### src/rtl/blit_pkg.sv
// Shared types and default geometry for the sprite blitter.
package blit_pkg;

    localparam int FB_W_DEF    = 168;
    localparam int FB_H_DEF    = 104;
    localparam int SHEET_W_DEF = 96;
    localparam int SHEET_H_DEF = 120;
    localparam int ADDR_W_DEF  = 15;
    localparam int PAL_W_DEF   = 5;
    localparam int DIM_W_DEF   = 5;
    localparam int KEY_DEF     = 0;

    typedef enum logic [1:0] {
        ST_IDLE  = 2'd0,
        ST_RUN   = 2'd1,
        ST_DRAIN = 2'd2,
        ST_DONE  = 2'd3
    } blit_state_e;

endpackage

### src/rtl/blit_addr_gen.sv
// Pixel walker: latches the request, steps col/row and produces the sheet
// read address plus the unclipped destination coordinates of the current pixel.
module blit_addr_gen
    import blit_pkg::*;
#(
    parameter int SHEET_W = SHEET_W_DEF,
    parameter int SHEET_H = SHEET_H_DEF,
    parameter int ADDR_W  = ADDR_W_DEF,
    parameter int DIM_W   = DIM_W_DEF
) (
    input  logic              clk,
    input  logic              rst_n,
    input  logic              i_load,
    input  logic              i_step,
    input  logic [7:0]        i_dst_x,
    input  logic [7:0]        i_dst_y,
    input  logic [6:0]        i_src_x,
    input  logic [6:0]        i_src_y,
    input  logic [DIM_W-1:0]  i_spr_w,
    input  logic [DIM_W-1:0]  i_spr_h,
    input  logic              i_flip_x,
    output logic [ADDR_W-1:0] o_rom_addr,
    output logic [8:0]        o_dst_x,
    output logic [8:0]        o_dst_y,
    output logic              o_last
);

    // Headroom above the sheet size so the address sum is never clipped before truncation.
    localparam int AW = $clog2(SHEET_W * SHEET_H) + 3;

    logic [6:0]       r_src_x, r_src_y;
    logic [7:0]       r_dst_x, r_dst_y;
    logic [DIM_W-1:0] r_w, r_h, r_col, r_row;
    logic             r_flip;

    logic [DIM_W-1:0] w_sc;
    logic [AW-1:0]    w_sheet_y;
    logic [AW-1:0]    w_rom_full;
    logic             w_col_end;

    assign w_col_end  = (r_col == r_w - DIM_W'(1));
    assign o_last     = w_col_end && (r_row == r_h - DIM_W'(1));
    assign w_sc       = r_flip ? (r_w - DIM_W'(1) - r_col) : r_col;
    assign w_sheet_y  = AW'(r_src_y) + AW'(r_row);
    assign w_rom_full = w_sheet_y * AW'(SHEET_W) + AW'(r_src_x) + AW'(w_sc);
    assign o_rom_addr = w_rom_full[ADDR_W-1:0];
    assign o_dst_x    = 9'(r_dst_x) + 9'(r_col);
    assign o_dst_y    = 9'(r_dst_y) + 9'(r_row);

    // Request latch and raster-order col/row stepping.
    always_ff @(posedge clk or negedge rst_n) begin
        if (!rst_n) begin
            r_src_x <= 7'd0;
            r_src_y <= 7'd0;
            r_dst_x <= 8'd0;
            r_dst_y <= 8'd0;
            r_w     <= '0;
            r_h     <= '0;
            r_flip  <= 1'b0;
            r_col   <= '0;
            r_row   <= '0;
        end else if (i_load) begin
            r_src_x <= i_src_x;
            r_src_y <= i_src_y;
            r_dst_x <= i_dst_x;
            r_dst_y <= i_dst_y;
            r_w     <= i_spr_w;
            r_h     <= i_spr_h;
            r_flip  <= i_flip_x;
            r_col   <= '0;
            r_row   <= '0;
        end else if (i_step) begin
            if (w_col_end) begin
                r_col <= '0;
                r_row <= o_last ? '0 : r_row + DIM_W'(1);
            end else begin
                r_col <= r_col + DIM_W'(1);
            end
        end
    end

endmodule

### src/rtl/sprite_blitter.sv
// Sprite blitter top: request FSM, one-cycle write stage behind the ROM,
// and clip / colour-key qualification of frame-buffer writes.
module sprite_blitter
    import blit_pkg::*;
#(
    parameter int FB_W    = FB_W_DEF,
    parameter int FB_H    = FB_H_DEF,
    parameter int SHEET_W = SHEET_W_DEF,
    parameter int SHEET_H = SHEET_H_DEF,
    parameter int ADDR_W  = ADDR_W_DEF,
    parameter int PAL_W   = PAL_W_DEF,
    parameter int DIM_W   = DIM_W_DEF,
    parameter int KEY     = KEY_DEF
) (
    input  logic              CLK,
    input  logic              RESET_N,
    input  logic              start,
    input  logic [7:0]        dst_x,
    input  logic [7:0]        dst_y,
    input  logic [6:0]        src_x,
    input  logic [6:0]        src_y,
    input  logic [DIM_W-1:0]  spr_w,
    input  logic [DIM_W-1:0]  spr_h,
    input  logic              flip_x,
    input  logic              key_en,
    output logic              busy,
    output logic              done,
    output logic [ADDR_W-1:0] rom_addr,
    input  logic [PAL_W-1:0]  rom_data,
    output logic              fb_we,
    output logic [ADDR_W-1:0] fb_addr,
    output logic [PAL_W-1:0]  fb_data
);

    blit_state_e       r_state;
    logic              r_busy, r_done, r_key_en;
    logic              r_wr_vld, r_in_bounds;
    logic [ADDR_W-1:0] r_fb_addr;

    logic              w_load, w_step, w_zero, w_last, w_key_hit;
    logic [8:0]        w_dx, w_dy;
    logic [17:0]       w_fb_full;

    assign w_load    = (r_state == ST_IDLE) && start;
    assign w_step    = (r_state == ST_RUN);
    assign w_zero    = (spr_w == DIM_W'(0)) || (spr_h == DIM_W'(0));
    assign w_fb_full = 18'(w_dy) * 18'(FB_W) + 18'(w_dx);

    blit_addr_gen #(
        .SHEET_W (SHEET_W),
        .SHEET_H (SHEET_H),
        .ADDR_W  (ADDR_W),
        .DIM_W   (DIM_W)
    ) u_addr_gen (
        .clk        (CLK),
        .rst_n      (RESET_N),
        .i_load     (w_load),
        .i_step     (w_step),
        .i_dst_x    (dst_x),
        .i_dst_y    (dst_y),
        .i_src_x    (src_x),
        .i_src_y    (src_y),
        .i_spr_w    (spr_w),
        .i_spr_h    (spr_h),
        .i_flip_x   (flip_x),
        .o_rom_addr (rom_addr),
        .o_dst_x    (w_dx),
        .o_dst_y    (w_dy),
        .o_last     (w_last)
    );

    // Request/completion FSM; a zero-size sprite still spends one busy cycle in DRAIN.
    always_ff @(posedge CLK or negedge RESET_N) begin
        if (!RESET_N) begin
            r_state  <= ST_IDLE;
            r_busy   <= 1'b0;
            r_done   <= 1'b0;
            r_key_en <= 1'b0;
        end else begin
            case (r_state)
                ST_IDLE: begin
                    r_done <= 1'b0;
                    if (start) begin
                        r_busy   <= 1'b1;
                        r_key_en <= key_en;
                        r_state  <= w_zero ? ST_DRAIN : ST_RUN;
                    end
                end
                ST_RUN: begin
                    if (w_last) begin
                        r_state <= ST_DRAIN;
                    end
                end
                ST_DRAIN: begin
                    r_busy  <= 1'b0;
                    r_done  <= 1'b1;
                    r_state <= ST_DONE;
                end
                ST_DONE: begin
                    r_done  <= 1'b0;
                    r_state <= ST_IDLE;
                end
                default: begin
                    r_busy  <= 1'b0;
                    r_done  <= 1'b0;
                    r_state <= ST_IDLE;
                end
            endcase
        end
    end

    // Write stage: destination address and clip result line up with rom_data.
    always_ff @(posedge CLK or negedge RESET_N) begin
        if (!RESET_N) begin
            r_wr_vld    <= 1'b0;
            r_in_bounds <= 1'b0;
            r_fb_addr   <= '0;
        end else begin
            r_wr_vld    <= w_step;
            r_in_bounds <= (w_dx < 9'(FB_W)) && (w_dy < 9'(FB_H));
            r_fb_addr   <= w_fb_full[ADDR_W-1:0];
        end
    end

    // Colour key is judged on the live ROM word, so fb_we cannot be registered here.
    always_comb begin
        w_key_hit = 1'b0;
        if (r_key_en) begin
            w_key_hit = (rom_data == PAL_W'(KEY));
        end else begin
            w_key_hit = 1'b0;
        end
    end

    assign fb_we   = r_wr_vld && r_in_bounds && !w_key_hit;
    assign fb_addr = r_fb_addr;
    assign fb_data = rom_data;
    assign busy    = r_busy;
    assign done    = r_done;

endmodule

### config.mk
export PLATFORM = sky130hd
export DESIGN_NAME = sprite_blitter
export DESIGN_NICKNAME = d
export VERILOG_FILES = /design/src/rtl/blit_pkg.sv /design/src/rtl/blit_addr_gen.sv /design/src/rtl/sprite_blitter.sv
export SDC_FILE = /design/constraint.sdc
export NUM_CORES = 1
export LEC_CHECK = 0
export CORE_MARGIN = 5
export CORE_UTILIZATION = 25
export CTS_CLUSTER_DIAMETER = 100
export DETAILED_ROUTE_END_ITERATION = 7
export PLACE_DENSITY_LB_ADDON = 0.12
export SYNTH_ARGS = -nofsm -noshare
export SYNTH_HDL_FRONTEND = slang
export SYNTH_HIERARCHICAL = 1
export SYNTH_SLANG_ARGS = --single-unit
export TNS_END_PERCENT = 5
### constraint.sdc
create_clock -name CLK -period 14.2 [get_ports CLK]
set_clock_uncertainty 0.2 [all_clocks]
set_input_delay 2.84 -clock CLK [delete_from_list [all_inputs] [get_ports CLK]]
set_output_delay 2.84 -clock CLK [all_outputs]
set_load 0.1 [all_outputs]
==> results of run 1 <==
[layer usage]
metal / part of all wire (%) / vias up / GRT usage [%]
li1: - / 2193 / -
met1: 46 / 2056 / 14.2
met2: 49 / 53 / 19.2
met3: 2.9 / 12 / 1.95
met4: 1.4 / 0 / 3.81
met5: 0 / - / 0
[worst max-delay path: stages, from the launching register on]
cell,delay (ns)
dfrtp_1,0.47
ha_1,0.26
fa_1,0.44
a211oi_2,0.28
o21ai_1,0.13
a21oi_1,0.23
or2_4,0.19
inv_1,0.06
ha_1,0.34
nor3b_1,0.17
a221oi_2,0.20
o311ai_2,0.19
and3_1,0.28
and3_1,0.20
o41ai_1,0.37
o2bb2ai_1,0.15
clkdlybuf4s50_1,1.14
[cells in the mapped netlist (all sizes together) (6+ instances only)]
| library cell | n | share of area [%] |
|---|---|---|
| and3 | 7 | 0.87 |
| inv | 46 | 3.0 |
| a211oi | 6 | 1.0 |
| dfrtp | 73 | 32 |
| xor2 | 23 | 3.5 |
| ha | 72 | 16 |
| nor2b | 10 | 1.1 |
| nor2 | 39 | 2.5 |
| fa | 11 | 3.8 |
| nor3 | 6 | 0.52 |
| a21o | 11 | 1.4 |
| mux2 | 38 | 7.4 |
| nor3b | 6 | 0.87 |
| a21oi | 33 | 2.9 |
| o21ai | 30 | 2.6 |
| nand2b | 9 | 0.98 |
| nand3 | 11 | 0.96 |
| buf | 10 | 1.0 |
| nand2 | 27 | 1.8 |
| xnor2 | 38 | 5.9 |
[area by class of cell]
class / count / area, µm² / area share, %
Timing Repair Buffer: 88 / 876 / 12.1
Inverter: 46 / 173 / 2.38
Tap cell: 285 / 357 / 4.92
Multi-Input combinational cell: 442 / 3690 / 50.9
Sequential cell: 73 / 1830 / 25.2
Clock buffer: 10 / 239 / 3.30
Clock inverter: 6 / 90.1 / 1.24
[metrics by stage]
step	util [%]	instances
2_1_floorplan	-	575
3_3_place_gp	30.6	934
3_5_place_dp	30.6	934
4_1_cts	32.0	950
5_1_grt	32.0	950
6_report	32.0	950
[worst paths after layout]
path	start	endpoint	slack, ns	cells after the start
min in group asynchronous	RESET_N	fb_addr[14]	2.41	1
setup reg to reg	u_addr_gen/r_row[1]	fb_addr[14]	9.10	18
hold reg to reg	u_addr_gen/r_src_y[0]	u_addr_gen/r_src_y[0]	0.31	1
setup / recovery	u_addr_gen/r_row[0]	rom_addr[14]	5.71	16
hold / removal	u_addr_gen/r_src_y[0]	u_addr_gen/r_src_y[0]	0.31	1
max in group asynchronous	RESET_N	r_key_en	10.67	1
[state kept, by name, indices dropped and copies added (netlist names), 2 cells and up]
register	cells
u_addr_gen/r_col	5
u_addr_gen/r_h	5
u_addr_gen/r_w	5
u_addr_gen/r_src_y	7
r_state	2
fb_addr	15
u_addr_gen/r_row	5
u_addr_gen/r_src_x	7
u_addr_gen/r_dst_x	8
u_addr_gen/r_dst_y	8
[cells by family (layout without fill, tap and decap cells)]
logic type	after synthesis	in the layout	share of synthesized area, %
AOI/OAI and AO/OA	118	118	14.4
DFF	73	73	31.7
xor gates and xnor gates	61	61	9.41
and+or+nand+nor	141	141	13.1
adders and majority gates	83	83	19.5
buffers and inverters	60	150	4.26
muxes	39	39	7.61
==> flow_summary.yaml, run 1 <==
status:
  outcome: "completed"
sta:
  timing.final.crit_share_pct: 59.8
  fin_ws_ns: 5.71
  hold_viol_final: 0
  worst_slew_pin_slew_ns: 1.01
  setup_viol: 0
  fin_crit_ns: 8.49
  tns_ns: 0
  rsz0062_at_grt: "no"
  slew_headroom_pct: 32.3
  holdWs_ns: 0.313
  timing.final.max_slew_violations: 0
  max_freq_mhz: 118
layout:
  fillers: 2338
  drive_above_1_share_pct: 11.3
  area_growth_pct: 25.9
  stdcell_area_um2: 7250
  final_cell_mix: "clkdlybuf4s50_1, dfrtp_1, ha_1, inv_1, nor2_1"
  layout_commonest_cell: "clkdlybuf4s50_1"
  final_net_count: 793
  diodes: 0
drt:
  first_iter_violations: 149
  detail_route.first_pass.iterations: 4
  detail-route-antenna-nets: 0
  vias: 4314
  routed_wirelength_um: 13800
  wl_per_cell_um: 14.6
  viasPerCell: 4.54
  drc_errors: 0
yosys:
  ys_seq_area_share_pct: 31.7
  synth_flop_cell: "dfrtp_1"
  netlist_area_um2: 5760
  syn_inst: 575
  syn_area_per_cell_um2: 10.0
  yosys_warnings: 6
  ys_seq_elements: 73
  synth-async-reset-ratio_pct: 100
  synth_edf_count: 0
  yosysUniqueCellTypes: 65
  synth_nets: 708
clock_network:
  clk_latency_ns: 0.35
  h-tree-depth: 3
  post_cts_buffers: 0
  cts_resized: 0
  clk_pin_slew_ns: 0.06
  cts_tree: "yes"
  clock-root-buffer: "clkbuf_16"
  postCtsHoldBufs: 0
  numCtsBuffers: 9
  cts_num_sinks: 73
  cts_buffer_depth: 2
global_route:
  grt_pass1_wl_um: 23900
  grt_overflow: 0
  grt_pass1_vias: 4766
  grt_max_degree: 74
  grt_usage_pct: 11.2
  antenna_found_initial: 0
placement:
  hpwl_um: 10900
  placed_cell_area_um2: 6920
  place.gp.congestion: 0.783
  io_buffer_count: 87
  pre_cts_ws_ns: 6.07
flow_run:
  cap_viol_max_count: 0
worst_setup_path:
  critPathLaunchType: "register"
  required_ns: 11.16
  crit_path_max_fanout: 7
  worst-endpoint-arrival_ns: 5.45
  path_class: "register to primary output"
  end_kind: "primary output"
floorplanning:
  ioPinCount: 88
  die-area_um2: 26200
  rows: 55
  initial_utilization_pct: 25.4
  die_w_um: 162
  core_area_um2: 22600
  fp.dieH_um: 162
worst_hold_path:
  hold_class: "register to register"
Power of run 1 is left out: the tool's default activity adds up to more than one toggle a clock period on the data nets, which glitch-free logic cannot reach.
==> run 2, diff against run 1 <==
==> constraint.sdc (replaced) <==
create_clock -name CLK -period 6.9 [get_ports CLK]
set_clock_uncertainty 0.2 [all_clocks]
set_input_delay 1.38 -clock CLK [delete_from_list [all_inputs] [get_ports CLK]]
set_output_delay 1.38 -clock CLK [all_outputs]
set_load 0.1 [all_outputs]
==> run 2 against run 1 <==
Die area stayed put. Register-to-register slack worse by 7.3 ns. Cell count stayed put. Global-route usage is 0.23 points lower. Hold slack worse by 0.0039 ns. Via count is 1.3% higher. Critical path type unchanged. Critical path depth stayed put. Routed wire length is 0.14% higher. Cell area is 0.76% lower. First-iteration DRC count is 4.7% higher. Non-clock buffer count stayed put.
==> flow_summary.yaml, run 2 (synthesis gave the netlist of run 1 again) <==
status:
  outcome: "completed"
sta:
  timing.final.crit_share_pct: 88.6
  slew_headroom_pct: 30.5
  timing.final.max_slew_violations: 0
  fin_crit_ns: 6.11
  max_freq_mhz: 164
  holdWs_ns: 0.309
  setup_viol: 0
  tns_ns: 0
  worst_slew_pin_slew_ns: 1.04
  rsz0062_at_grt: "no"
  hold_viol_final: 0
worst_setup_path:
  cp_slowest_cell: "dfrtp_1"
  path_class: "register to primary output"
  required_ns: 5.32
  end_kind: "primary output"
  worst-endpoint-arrival_ns: 4.53
  crit_path_max_fanout: 7
  cp_slowest_stage_delay_ns: 0.46
  path_buf_inv: 2
  cp_top_family: "compound AO/OA/AOI/OAI gates"
  cp_cell_sequence: "ha_1 > fa_1 > a211oi_2 > o21ai_1 > a21oi_1 > or2_4 > inv_1 > ha_1 > nor3b_1 > a221oi_2 > o311ai_2 > and3_1 > and3_1 > o41ai_1 > o2bb2ai_1 > buf_4"
  critPathLaunchType: "register"
floorplanning:
  initial_utilization_pct: 25.4
  ioPinCount: 88
  fp.dieH_um: 162
  rows: 55
  die-area_um2: 26200
  die_w_um: 162
  core_area_um2: 22600
drt:
  vias: 4368
  detail_route.first_pass.iterations: 4
  drc_errors: 0
  first_iter_violations: 156
  viasPerCell: 4.60
  routed_wirelength_um: 13900
  wl_per_cell_um: 14.6
  detail-route-antenna-nets: 0
clock_network:
  cts_buffer_depth: 2
  clk_latency_ns: 0.34
  post_cts_buffers: 0
  cts_num_sinks: 73
  cts_tree: "yes"
  numCtsBuffers: 9
  h-tree-depth: 3
  cts_resized: 0
  postCtsHoldBufs: 0
  clk_pin_slew_ns: 0.06
  clock-root-buffer: "clkbuf_16"
layout:
  diodes: 0
  final_cell_mix: "clkdlybuf4s50_1, dfrtp_1, ha_1, inv_1, nor2_1"
  layout_commonest_cell: "clkdlybuf4s50_1"
  drive_above_1_share_pct: 11.6
  fillers: 2353
  area_growth_pct: 24.9
  final_net_count: 793
  largest_register_ffs: 15
placement:
  place.gp.congestion: 0.777
  hpwl_um: 11000
  io_buffer_count: 87
worst_hold_path:
  hold_class: "register to register"
flow_run:
  cap_viol_max_count: 0
global_route:
  grt_pass1_wl_um: 23300
  grt_pass1_vias: 4651
  grt_usage_pct: 10.9
  antenna_found_initial: 0
  grt_max_degree: 74
  grt_overflow: 0
## run 2: path summary, 6_finish.rpt
kind                       cells after the start  slack [ns]                     to           startpoint
setup reg to reg                              21        1.77            fb_addr[14]  u_addr_gen/r_row[0]
setup / recovery                              16        0.79           rom_addr[14]  u_addr_gen/r_row[0]
hold / removal                                 1        0.31                   done                 done
max in group asynchronous                      1        4.80                   busy              RESET_N
hold reg to reg                                1        0.31                   done                 done
min in group asynchronous                      1        0.94  u_addr_gen/r_dst_y[6]              RESET_N
## run 2: layout make-up
cell class	instances	area (µm²)	area share, %
Clock inverter	3	23.8	0.331
Timing Repair Buffer	88	866	12.0
Sequential cell	73	1830	25.4
Inverter	46	173	2.40
Clock buffer	13	260	3.62
Tap cell	285	357	4.96
Multi-Input combinational cell	442	3690	51.3
## run 2: through the flow
stage	setup WS, ns	utilization [%]	instance area (µm²)	cells
after floorplan	0.707	-	5760	575
after global placement	1.22	30.5	6910	934
after detailed placement	1.15	30.5	6910	934
after CTS	0.763	31.8	7190	950
after global routing	0.364	31.8	7190	950
final	0.786	31.8	7190	950
## run 2: metal layers
layer	routed length [µm]	GRT usage (%)	part of all wire, %
met1	6470	13.8	47
met2	6820	19.0	49
met3	462	2.74	3.3
met4	113	2.31	0.81
met5	0	0	0
Power of run 2 is left out for the same reason.
==> run 3, diff against run 2 <==
--- a/config.mk
+++ b/config.mk
@@ -9,6 +9,7 @@
 export CORE_UTILIZATION = 25
 export CTS_CLUSTER_DIAMETER = 100
 export DETAILED_ROUTE_END_ITERATION = 7
+export HOLD_SLACK_MARGIN = 0.15
 export PLACE_DENSITY_LB_ADDON = 0.12
 export SYNTH_ARGS = -nofsm -noshare
 export SYNTH_HDL_FRONTEND = slang
==> results of run 3 <==
Final layout, timing and power as in run 2 (identical DEF).
Power of run 3 is left out for the same reason.
